### src/rtl/axis_out_packer_pkg.sv
// axis_out_packer_pkg: shared widths and the FIFO entry layout for the output packer.
`ifndef PE_NUM
`define PE_NUM 4
`endif
`ifndef DATA_WIDTH
`define DATA_WIDTH 16
`endif
package axis_out_packer_pkg;
  localparam int PE_NUM = `PE_NUM;
  localparam int DATA_WIDTH = `DATA_WIDTH;
  localparam int WORD_W = DATA_WIDTH * 2;
  localparam int ENTRY_W = WORD_W + 1;
  localparam int WCNT_W = (PE_NUM > 1) ? $clog2(PE_NUM) : 1;
  typedef struct packed {
    logic last;
    logic [WORD_W-1:0] data;
  } entry_t;
endpackage

### src/rtl/out_fifo.sv
// out_fifo: first-word-fall-through FIFO of tagged words; control state async reset, storage not reset.
module out_fifo
  import axis_out_packer_pkg::*;
#(
  parameter int DEPTH = 16,
  parameter int LVL_W = $clog2(DEPTH) + 1
) (
  input  logic             clk,
  input  logic             rst,
  input  logic             wr_en,
  input  entry_t           wr_data,
  input  logic             rd_en,
  output entry_t           rd_data,
  output logic [LVL_W-1:0] level
);
  localparam int AW = $clog2(DEPTH);
  entry_t mem [DEPTH];
  logic [AW-1:0] wptr, rptr;
  always_ff @(posedge clk) if (wr_en) mem[wptr] <= wr_data;
  // Power-of-two depth lets the pointers wrap by plain overflow.
  always_ff @(posedge clk or posedge rst) begin
    if (rst) begin
      wptr <= '0;
      rptr <= '0;
      level <= '0;
    end else begin
      if (wr_en) wptr <= wptr + AW'(1);
      if (rd_en) rptr <= rptr + AW'(1);
      level <= (wr_en && !rd_en) ? level + LVL_W'(1) : (rd_en && !wr_en) ? level - LVL_W'(1) : level;
    end
  end
  assign rd_data = mem[rptr];
endmodule

### src/rtl/axis_out_packer.sv
// axis_out_packer: buffers the serial word stream into an AXI-Stream output with per-frame tlast,
// dropping words when full and flagging it in a sticky overflow bit.
module axis_out_packer
  import axis_out_packer_pkg::*;
#(
  parameter int FIFO_DEPTH = 16,
  parameter int LVL_W = $clog2(FIFO_DEPTH) + 1
) (
  input  logic              clk,
  input  logic              rst,
  input  logic              s_in_v,
  input  logic [WORD_W-1:0] s_in,
  output logic              m_axis_tvalid,
  input  logic              m_axis_tready,
  output logic [WORD_W-1:0] m_axis_tdata,
  output logic              m_axis_tlast,
  input  logic              clear_ovf,
  output logic              overflow,
  output logic [LVL_W-1:0]  level,
  output logic [15:0]       frame_cnt
);
  logic [WCNT_W-1:0] wcnt;
  logic pop, full, wr, drop, wlast;
  entry_t head, wr_entry;
  assign m_axis_tvalid = level != '0;
  assign pop = m_axis_tvalid && m_axis_tready;
  assign full = level == LVL_W'(FIFO_DEPTH);
  // A pop frees the head slot in the same cycle, so a full FIFO can still take a word.
  assign wr = s_in_v && (!full || pop);
  assign drop = s_in_v && !wr;
  assign wlast = wcnt == WCNT_W'(PE_NUM - 1);
  assign wr_entry = '{last: wlast, data: s_in};
  assign m_axis_tdata = head.data;
  assign m_axis_tlast = m_axis_tvalid && head.last;
  out_fifo #(.DEPTH(FIFO_DEPTH), .LVL_W(LVL_W)) u_fifo (
    .clk(clk),
    .rst(rst),
    .wr_en(wr),
    .wr_data(wr_entry),
    .rd_en(pop),
    .rd_data(head),
    .level(level)
  );
  // Word position advances on dropped words too, keeping frames aligned to the source.
  always_ff @(posedge clk or posedge rst) begin
    if (rst) begin
      wcnt <= '0;
      overflow <= 1'b0;
      frame_cnt <= '0;
    end else begin
      wcnt <= s_in_v ? (wlast ? '0 : wcnt + WCNT_W'(1)) : wcnt;
      overflow <= drop || (overflow && !clear_ovf);
      frame_cnt <= frame_cnt + 16'(pop && m_axis_tlast);
    end
  end
endmodule
### config.mk
export PLATFORM = sky130hd
export DESIGN_NAME = axis_out_packer
export DESIGN_NICKNAME = d
export VERILOG_FILES = /design/src/rtl/axis_out_packer_pkg.sv /design/src/rtl/out_fifo.sv /design/src/rtl/axis_out_packer.sv
export SDC_FILE = /design/constraint.sdc
export NUM_CORES = 1
export LEC_CHECK = 0
export BUFFER_PORTS_ARGS = -buffer_cell sky130_fd_sc_hd__buf_2
export CAP_MARGIN = 15
export CORE_MARGIN = 5
export CORE_UTILIZATION = 45
export CTS_BUF_LIST = sky130_fd_sc_hd__clkbuf_16
export CTS_CLUSTER_DIAMETER = 50
export CTS_CLUSTER_SIZE = 12
export DETAILED_ROUTE_END_ITERATION = 8
export PLACE_DENSITY = 0.72
export SLEW_MARGIN = 20
export SYNTH_ARGS = -nofsm -noshare
export SYNTH_HDL_FRONTEND = slang
export SYNTH_SLANG_ARGS = --single-unit
### constraint.sdc
create_clock -name clk -period 6.2 [get_ports clk]
set_clock_uncertainty 0.05 [all_clocks]
set_input_delay 0.93 -clock clk [delete_from_list [all_inputs] [get_ports clk]]
set_output_delay 0.93 -clock clk [all_outputs]
set_load 0.005 [all_outputs]
Yosys cells after proc, flatten, opt, wreduce, memory -nomap -nowiden:

Memories as Yosys holds them, arrays and structs flattened.
Cells that the tools add are included.

* equality and inequality tests: 2
* bitwise operators: 0
* divide/modulo/power cells: 0
* multiply operators: 0
* shifts and indexed selects: 0
* magnitude comparators: 0
* add/sub/neg operators: 6
* multiplexer cells: 5
* reduce and logical (&&, ||, !) cells: 16

Operators by type and width (number)
* $add 16x1->16: 1
* $mux 5: 2
* $add 4x1->4 const B: 2
* $logic_and 1x1->1: 8
* $add 5x1->5 const B: 1
* $eq 5x5->1 const B: 1
* $reduce_bool 5->1: 1
* $sub 5x1->5 const B: 1
* $logic_not 1->1: 4
* $add 2x1->2 const B: 1
* $eq 2x2->1 const B: 1
* $logic_or 1x1->1: 2
* $mux 1: 2
* $mux 2: 1
* $reduce_bool 2->1: 1

* input port bits: 37
* output and inout port bits: 56
* bits in registers: 32
* word-level logic and storage cells: 36
* bits in writable memories: 528
* bits in latches: 0
* memories: 1
* memory bits (read-only): 0

Memories
* u_fifo.mem: depth 16, width 33, read ports 1, clocked after Yosys merged registers in 0, write ports 1, RTL line out_fifo.sv:17 `entry_t mem [DEPTH];`

Depth between registers and ports, before layout:

Gate-level depths: netlist of the first run.

* word-level depth: 8
* gate-level depth with buffers: 12
* depth with buffers taken out: 10

Modules after synthesis:

A second synthesis of the first run with hierarchy kept.

* cells, all modules: 966
* area total of the unflattened synthesis: 21501.9 µm²

Modules (own cells, without submodules)
* out_fifo: instances 1, cells each 891, seq. area each 16180.5 µm², area each 20547.2 µm²
* axis_out_packer: instances 1, cells each 75, seq. area each 475.5 µm², area each 954.7 µm²

Worst setup path after synthesis of the first run:

Ideal clock, no wire load.

* path kind: in2reg
* from: input port m_axis_tready
* to: memory u_fifo.mem[1][0] (netlist name), enable pin
* library setup time: 506 ps
* data arrival time: 4328 ps
* path slack: 1316 ps
* required time: 5644 ps
* buffers on the path: 0
* stages: 3
* cell sequence: nand2b_1 > o21ai_4 > nor4_1

* cells in the longest elaborated chain, start to end: 5

Ends and longest elaborated chain
* start, declared: RTL line axis_out_packer.sv:14 `input logic m_axis_tready,`
* $logic_and 1x1->1: RTL line axis_out_packer.sv:26 `assign pop = m_axis_tvalid && m_axis_tready;`
* $logic_or 1x1->1: RTL line axis_out_packer.sv:29 `assign wr = s_in_v && (!full || pop);`
* $logic_and 1x1->1: RTL line axis_out_packer.sv:29
* $mux 1: RTL line out_fifo.sv:19 `always_ff @(posedge clk) if (wr_en) mem[wptr] <= wr_data;`
* $mux 1 (implied by the code): RTL line out_fifo.sv:19
* end, declared: RTL line out_fifo.sv:17

Every way passes these cells.

Worst setup path in the final report of the first run:

* from: register u_fifo.rptr[0]
* to: output port m_axis_tdata[25]

* cells in the longest elaborated chain, start to end: 1

Ends and longest elaborated chain
* start, declared: RTL line out_fifo.sv:18 `logic [AW-1:0] wptr, rptr;`
* start signal, assigned: RTL line out_fifo.sv:28 `if (rd_en) rptr <= rptr + AW'(1);`
* $mem_v2 16x33
* end, declared: RTL line axis_out_packer.sv:15 `output logic [WORD_W-1:0] m_axis_tdata,`

Every way passes these cells.

==> results of run 1 <==
## metrics by stage
step | total power (uW) | instances | area [sq um] | hold slack [ps]
final | 10960 | 1738 | 24370 | 368.7
after global routing | 11480 | 1737 | 24370 | 415.3
after CTS | 11110 | 1737 | 24370 | 351.4
after detailed placement | 8024 | 1663 | 22760 | 401.6
after global placement | 7953 | 1663 | 22760 | 401.3
after floorplan | 6898 | 979 | 21410 | 414.7
## sequential cells by signal, summed over array words and instances, names as in the netlist
register and flops:
u_fifo.mem 528, frame_cnt 16, u_fifo.level 5, u_fifo.rptr 4
u_fifo.wptr 4, wcnt 2, overflow 1
## layout make-up
type	instances	area, sq um	area share
diodes	1	2.502	0.0001027
multi-input cells	356	4598	0.1887
repair buffers	119	675.6	0.02772
clock buffers	57	1426	0.05852
well taps	615	769.5	0.03157
clock inverters	17	187.7	0.007701
inverters	13	48.80	0.002002
flip-flops and latches	560	16660	0.6837
## final timing paths
check	to	start	slack, ps	cells past startpoint
max in group asynchronous	u_fifo.rptr[0]	rst	5400	3
hold / removal	frame_cnt[15]	rst	370	3
min in group clk	frame_cnt[15]	frame_cnt[15]	410	1
setup / recovery	m_axis_tdata[25]	u_fifo.rptr[0]	1860	5
hold reg to reg	frame_cnt[15]	frame_cnt[15]	410	1
setup reg to reg	frame_cnt[10]	u_fifo.rptr[1]	2550	11
## per-layer routing
metal | global-route usage | vias to the layer above
met5 | 0 | -
met4 | 0.04557 | 6
met3 | 0.03357 | 77
met2 | 0.2803 | 393
met1 | 0.2483 | 5404
li1 | - | 4312
## Yosys cell counts, types with 9 or more instances
cell,number,area share
nand2_1,44,0.0077
xnor2_1,14,0.0057
mux4_2,130,0.14
nor2_1,17,0.0030
dfrtp_1,32,0.037
clkbuf_1,23,0.0040
ha_1,12,0.0070
a22oi_1,64,0.022
buf_2,23,0.0054
edfxtp_1,528,0.74
inv_1,12,0.0021
xor2_1,9,0.0037
## report_power, final
part | switching [uW] | internal [uW] | leakage (uW)
Combinational | 1570 | 1370 | 0.00206
Clock | 1350 | 1730 | 0.000815
Sequential | 348 | 4590 | 0.00517
## placed cells by master (no fill, tap or decap), types with 14 or more instances in the layout
master       n
buf_4       26
buf_2       92
inv_1       20
xnor2_1     14
edfxtp_1   528
mux4_2     130
dfrtp_1     30
nand2_1     44
clkbuf_16   57
a22oi_1     64
## worst max-delay path, stage by stage, from the launching register on
cell and delay [ps]:
dfrtp_4 1000, buf_4 580, mux4_2 570, a22oi_1 190, nand2_1 200, buf_2 180
## logic make-up (layout without fill, tap and decap cells)
group	Yosys count	count (layout)
adder cells (fa/ha/maj)	13	13
XOR/XNOR	23	23
flip-flops	560	560
AND/OR/NAND/NOR	100	100
multiplexers	137	137
buffers and inverters	63	206
other	0	1
AO/OA/AOI/OAI	83	83
==> flow_summary.json, run 1 <==
{
  "run_status": "finished clean",
  "vias": 10192,
  "cts_max_level": 2,
  "totalNegativeSetupSlack_ps": 0,
  "min_period_ps": 4336,
  "peakVddDrop_mv": 0.2373,
  "ctsHoldBuffers": 0,
  "grt_max_degree": 62,
  "synth-simple-area-share": 0.02226,
  "path_class": "reg -> out",
  "cts.sinks": 560,
  "rsz0062_at_grt": "false",
  "avgViaCountPerCell": 5.864,
  "cts_resized": 0,
  "yosys_most_used_dff": "edfxtp_1",
  "synthMuxAreaShare": 0.1404,
  "drt_pass1_iterations": 5,
  "routedWlPerCell_um": 26.18,
  "synth-edff-count": 528,
  "synth_compound_area_frac": 0.02945,
  "clock_latency_ps": 600,
  "rows": 80,
  "slew_viol_final": 0,
  "finalHoldViolCount": 0,
  "netlist_instances": 979,
  "initialDrtViolationCount": 990,
  "cap_violations": 0,
  "hp-class": "in -> async",
  "synthesis.area_sq_mm": 0.02141,
  "synthAdderAreaFrac": 0.007947,
  "cts_tree": "done",
  "cts_buffers": 56,
  "ys_warn_count": 0,
  "overflow": 0,
  "ios": 93,
  "syn_avg_cell_area_sq_um": 21.87,
  "highest_layer": "met5",
  "slew_headroom": 0.2672,
  "die_area_sq_mm": 0.05205,
  "nets": 1156,
  "post-route-period-util": 0.6994,
  "synthDistinctLibCells": 42,
  "drive_gt1_frac": 0.3111,
  "numPortBuffers": 92,
  "worst_pin_slew_ps": 1099,
  "start_kind": "register",
  "worstPathRequired_ps": 5220,
  "routed_wl_um": 45500,
  "final_util": 0.5137,
  "endpoint_kind": "output pin",
  "synth_seq_area_share": 0.7778,
  "path_max_fanout": 44,
  "synthArstFlopShare": 0.05714,
  "antenna_found_initial": 4,
  "postRouteAntennaNets": 0,
  "finalWorstSetupSlack_ps": 1864,
  "synth_top_family_by_area": "multiplexers",
  "area_growth_pct": 13.82,
  "cellPowerDensity_mw_per_mm2": 449.8,
  "wl_met2_um": 22140,
  "ys_ff_latch": 560,
  "syn-num-nets": 1029,
  "die-width_um": 228.1,
  "gp_congestion": 0.7257,
  "preCtsSetupSlack_ps": 2426,
  "grt_pass1_vias": 10724,
  "start_util": 0.4513,
  "cts-root-buf": "clkbuf_16",
  "fillCellCount": 3685,
  "wl_met1_um": 19230,
  "wl_met3_um": 3127,
  "grt_usage": 0.1739,
  "hpwl_um": 23210,
  "clockBufferDepth": 3,
  "drc": 0,
  "die_y_um": 228.1,
  "post-cts-setup-buffers": 0,
  "grt_pass1_wl_um": 68630,
  "setup_viol": 0,
  "fmax_ghz": 0.2306,
  "power_leakage_uw": 0.008050,
  "fp.coreArea_sq_mm": 0.04745,
  "worstPathArrival_ps": 3360,
  "clk_pin_slew_ps": 60,
  "synth_xor_xnor_area_share": 0.009408
}
(Power assumes the default switching activity.)
==> run 2, diff against run 1 <==
==> constraint.sdc (replaced) <==
create_clock -name clk -period 4.5 [get_ports clk]
set_clock_uncertainty 0.05 [all_clocks]
set_input_delay 0.675 -clock clk [delete_from_list [all_inputs] [get_ports clk]]
set_output_delay 0.675 -clock clk [all_outputs]
set_load 0.005 [all_outputs]
==> run 2 against run 1 <==
  * Sequential cell count unchanged
  * Die area unchanged
  * Register-to-register slack got worse by 1300 ps
  * Combinational power increased by 45%
  * Critical endpoint is now m_axis_tdata[23]
  * Largest power group unchanged
==> flow_summary.json, run 2 (synthesis gave the netlist of run 1 again) <==
{
  "top_regs": "u_fifo.mem (528), frame_cnt (16), u_fifo.level (5)",
  "path_class": "reg -> out",
  "hpwl_um": 25520,
  "clk_pin_slew_ps": 60,
  "rows": 80,
  "rsz0062_at_grt": "false",
  "grt_usage": 0.1720,
  "cts_buffers": 57,
  "peakVddDrop_mv": 0.4216,
  "slew_headroom": 0.3461,
  "drt_pass1_iterations": 5,
  "initialDrtViolationCount": 1062,
  "fp.coreArea_sq_mm": 0.04745,
  "ios": 93,
  "postRouteAntennaNets": 0,
  "grt_pass1_vias": 10899,
  "start_kind": "register",
  "switching_share": 0.2959,
  "post-route-period-util": 0.8492,
  "crit_family": "flip-flops",
  "pwr-share-seq": 0.443,
  "largest_reg_flops": 528,
  "finalHoldViolCount": 0,
  "cap_violations": 0,
  "numPortBuffers": 92,
  "fmax_ghz": 0.2617,
  "run_status": "finished clean",
  "cts_max_level": 2,
  "p_clk_frac": 0.276,
  "regMostFlops": "u_fifo.mem",
  "endpoint_kind": "output pin",
  "p_int_uw": 10760,
  "clockBufferDepth": 3,
  "post-cts-setup-buffers": 0,
  "drive_gt1_frac": 0.3157,
  "crit_buf_inv": 2,
  "combPwrFrac": 0.281,
  "cellPowerDensity_mw_per_mm2": 620.0,
  "die_area_sq_mm": 0.05205,
  "grt_max_degree": 50,
  "routed_wl_um": 44730,
  "worst_pin_slew_ps": 980.8,
  "slew_viol_final": 0,
  "min_period_ps": 3821,
  "cts-root-buf": "clkbuf_16",
  "die_y_um": 228.1,
  "crit_path_max_incr_delay_ps": 930,
  "antennaDiodeCount": 0,
  "slowest_stage": "dfrtp_4",
  "setup_viol": 0,
  "stdcell_count": 1752,
  "area_growth_pct": 15.09,
  "routedWlPerCell_um": 25.53,
  "crit_chain": "buf_12 > mux4_2 > a22oi_1 > nand2_1 > buf_2",
  "p_total_uw": 15280,
  "power_leakage_uw": 0.008167,
  "gp_congestion": 0.7528,
  "hp-class": "in -> async",
  "cts_resized": 0,
  "avgViaCountPerCell": 5.822,
  "grt_pass1_wl_um": 68610,
  "vias": 10201,
  "layout_common_cells": "edfxtp_1 (528), mux4_2 (130), buf_2 (92), a22oi_1 (64), clkbuf_16 (59)",
  "final_common_cell": "edfxtp_1",
  "p_sw_uw": 4521,
  "ctsHoldBuffers": 0,
  "worstPathRequired_ps": 3770,
  "nets": 1165,
  "drc": 0,
  "path_max_fanout": 41,
  "final-seq-area_sq_mm": 0.01666,
  "die-width_um": 228.1,
  "clock_latency_ps": 580,
  "cts.sinks": 560,
  "fillCellCount": 3652,
  "dp.cells": 1671,
  "multi_input_area_sq_mm": 0.004598,
  "start_util": 0.4513,
  "totalNegativeSetupSlack_ps": 0,
  "antenna_found_initial": 3,
  "overflow": 0,
  "worstPathArrival_ps": 3100,
  "cts_tree": "done"
}
==> run 2: cell types whose count changed in the layout (fill, tap and decap cells not counted), sizes merged <==
cell | before | now
bufinv | 2 | 1
clkinvlp | 1 | 2
buf | 119 | 127
inv | 25 | 28
diode | 1 | 0
clkbuf | 57 | 59
clkinv | 2 | 4
==> run 2: routing by layer <==
metal,wire (um),GRT usage,vias to the layer above,share of wire
met1,18620,0.2511,5324,0.42
li1,-,-,4336,-
met3,3975,0.03755,69,0.089
met2,21260,0.2687,466,0.48
met5,33,0,-,0.00074
met4,838,0.04368,6,0.019
==> run 2: layout make-up <==
cell class / instances / share of cell area
clock buffer: 59 / 0.05991
clock inverter: 22 / 0.006245
inverter: 13 / 0.001980
multi-input combinational: 356 / 0.1866
sequential: 560 / 0.6762
tap: 615 / 0.03122
timing repair buffer: 127 / 0.03788
==> run 2: power groups by stage <==
stage                     Sequential (uW)  Combinational [uW]  Clock [uW]
final                                6770                4290        4220
after detailed placement             6880                4350           0
after floorplan                      6590                2920           0
after global routing                 6840                4670        4530
after CTS                            6780                4380        4300
after global placement               6850                4170           0
==> run 2: per-stage QoR <==
stage | worst slack, ps | util | hold WS [ps] | area [sq um]
global placement | 1231 | 0.4798 | 402.8 | 22770
floorplan | -128.5 | - | 414.7 | 21410
detailed placement | 1243 | 0.4850 | 403.3 | 23010
global route | 461.4 | 0.5194 | 153.2 | 24640
finish | 678.7 | 0.5194 | 122.1 | 24640
CTS | 582.6 | 0.5194 | 107.2 | 24640
==> run 2: final timing paths <==
check | from | to | slack, ps | depth (start not counted)
max in group asynchronous | rst | u_fifo.rptr[1] | 3950 | 3
setup reg to reg | u_fifo.rptr[0] | frame_cnt[10] | 1270 | 10
min in group clk | clear_ovf | overflow | 250 | 2
hold reg to reg | frame_cnt[15] | frame_cnt[15] | 420 | 1
setup / recovery | u_fifo.rptr[0] | m_axis_tdata[23] | 680 | 5
hold / removal | rst | frame_cnt[14] | 120 | 3
==> run 2: worst min-delay path: stages <==
cell and delay (ps):
buf_2 100, inv_1 40, buf_4 370
==> run 3, diff against run 2 <==
--- a/config.mk
+++ b/config.mk
@@ -13,7 +13,7 @@
 export CTS_CLUSTER_DIAMETER = 50
 export CTS_CLUSTER_SIZE = 12
 export DETAILED_ROUTE_END_ITERATION = 8
-export PLACE_DENSITY = 0.72
+export PLACE_DENSITY = 0.75
 export SLEW_MARGIN = 20
 export SYNTH_ARGS = -nofsm -noshare
 export SYNTH_HDL_FRONTEND = slang
==> constraint.sdc (replaced) <==
create_clock -name clk -period 3.35 [get_ports clk]
set_clock_uncertainty 0.05 [all_clocks]
set_input_delay 0.5025 -clock clk [delete_from_list [all_inputs] [get_ports clk]]
set_output_delay 0.5025 -clock clk [all_outputs]
set_load 0.005 [all_outputs]
==> run 3 against run 2 <==
  * Die area is the same
  * Register-to-register slack lost 1100 ps
  * Worst hold slack lost 49 ps
  * Cell count shrank 0.23%
  * Sequential power grew 31%
  * Wire length shrank 2.6%
  * Power grew 33%
  * Critical endpoint is now m_axis_tdata[11]
==> flow_summary.json, run 3 (synthesis gave the netlist of run 1 again) <==
{
  "final-seq-area_sq_mm": 0.01666,
  "cap_violations": 0,
  "cts_buffers": 55,
  "die-width_um": 228.1,
  "cts.sinks": 560,
  "largest_reg_flops": 528,
  "post-route-period-util": 0.9544,
  "hp-class": "in -> reg",
  "slew_viol_final": 0,
  "fillCellCount": 3654,
  "endpoint_kind": "output pin",
  "layout_common_cells": "edfxtp_1 (528), mux4_2 (130), buf_2 (92), a22oi_1 (64), clkbuf_16 (57)",
  "rsz0062_at_grt": "false",
  "cts-root-buf": "clkbuf_16",
  "initialDrtViolationCount": 1011,
  "gp_congestion": 0.7722,
  "die_y_um": 228.1,
  "multi_input_area_sq_mm": 0.004617,
  "ios": 93,
  "final_util": 0.5179,
  "setup_viol": 0,
  "antenna_found_initial": 1,
  "regMostFlops": "u_fifo.mem",
  "area_growth_pct": 14.75,
  "numPortBuffers": 92,
  "wl_met2_um": 21810,
  "cts_max_level": 2,
  "grt_pass1_wl_um": 66740,
  "finalHoldViolCount": 0,
  "wl_met3_um": 3311,
  "top_regs": "u_fifo.mem (528), frame_cnt (16), u_fifo.level (5)",
  "highest_layer": "met5",
  "overflow": 0,
  "wl_met1_um": 17730,
  "path_class": "reg -> out",
  "peakVddDrop_mv": 0.6018,
  "run_status": "finished clean",
  "drt_pass1_iterations": 5,
  "antennaDiodeCount": 0,
  "drive_gt1_frac": 0.3160,
  "postRouteAntennaNets": 0,
  "cts_tree": "done",
  "path_max_fanout": 29,
  "vias": 10210,
  "fmax_ghz": 0.3128,
  "worstPathRequired_ps": 2800,
  "grt_max_degree": 90,
  "start_util": 0.4513,
  "grt_usage": 0.1658,
  "slew_headroom": 0.5509,
  "final_common_cell": "edfxtp_1",
  "rows": 80,
  "clock_latency_ps": 600,
  "hpwl_um": 24210,
  "worstPathArrival_ps": 2640,
  "min_period_ps": 3197,
  "nets": 1166,
  "finalWorstSetupSlack_ps": 152.9,
  "clockBufferDepth": 3,
  "grt_pass1_vias": 10903,
  "clk_pin_slew_ps": 60,
  "power_leakage_uw": 0.008140,
  "worst_pin_slew_ps": 672.7,
  "start_kind": "register",
  "r2r_cells": 9,
  "min_path_cells": 2,
  "preCtsSetupSlack_ps": 211.8,
  "routed_wl_um": 43560,
  "drc": 0,
  "cellPowerDensity_mw_per_mm2": 826.9,
  "avgViaCountPerCell": 5.841,
  "fp.coreArea_sq_mm": 0.04745,
  "die_area_sq_mm": 0.05205,
  "routedWlPerCell_um": 24.92
}
## run 3: area by class of cell
type / instances / share of cell area
sequential: 560 / 0.6781
multi-input combinational: 356 / 0.1879
clock buffer: 56 / 0.05703
timing repair buffer: 130 / 0.03905
tap: 615 / 0.03132
clock inverter: 18 / 0.004583
inverter: 13 / 0.001986
## run 3: final timing paths
check	slack, ps	to	from
worst max-delay path	150	m_axis_tdata[11]	u_fifo.rptr[0]
worst min-delay path	70	overflow	clear_ovf
worst max register to register	210	u_fifo.level[4]	u_fifo.level[1]
worst min register to register	430	frame_cnt[15]	frame_cnt[15]
max in group asynchronous	2230	u_fifo.rptr[1]	rst
min in group asynchronous	520	u_fifo.rptr[0]	rst
## run 3: critical path, stage by stage, from the launching register on
cell       delay (ps)
dfrtp_4           590
bufbuf_16         450
mux4_2            540
a22oi_1           240
nand2_1            90
buf_2             130
## run 3: power breakdown
| group | total (uW) | switching, uW | internal, uW | leakage [uW] |
|---|---|---|---|---|
| sequential | 8900 | 398 | 8500 | 0.00517 |
| clock | 5400 | 2420 | 2970 | 0.000779 |
| combinational | 6020 | 3210 | 2810 | 0.00219 |
## run 3: stage by stage
stage / cells / hold slack, ps / power [uW] / cell area [sq um] / TNS (ps)
after floorplan: 979 / 414.7 / 12770 / 21430 / -73630
after global placement: 1666 / 401.7 / 14840 / 22930 / 0
after detailed placement: 1666 / 420.5 / 14980 / 22930 / 0
after CTS: 1742 / 40.74 / 20450 / 24500 / -37.52
after global routing: 1748 / 71.18 / 21300 / 24570 / 0
final: 1748 / 72.71 / 20320 / 24570 / 0
## run 3: per-layer routing
metal  up-vias  global-route usage
met4         2             0.04008
met1      5437              0.2280
li1       4336                   -
met2       383              0.2743
met5         -                   0
met3        52             0.03730
## run 3: what timing repair did
item | CTS | global route
setup endpoints to repair | 5 | 19
gates cloned | 1 | 1
pin swaps | 0 | 1
hold buffers | 1 | 0
resized for setup | 1 | 3
setup buffers | 0 | 5
endpoints found under the hold margin | 32 | 0
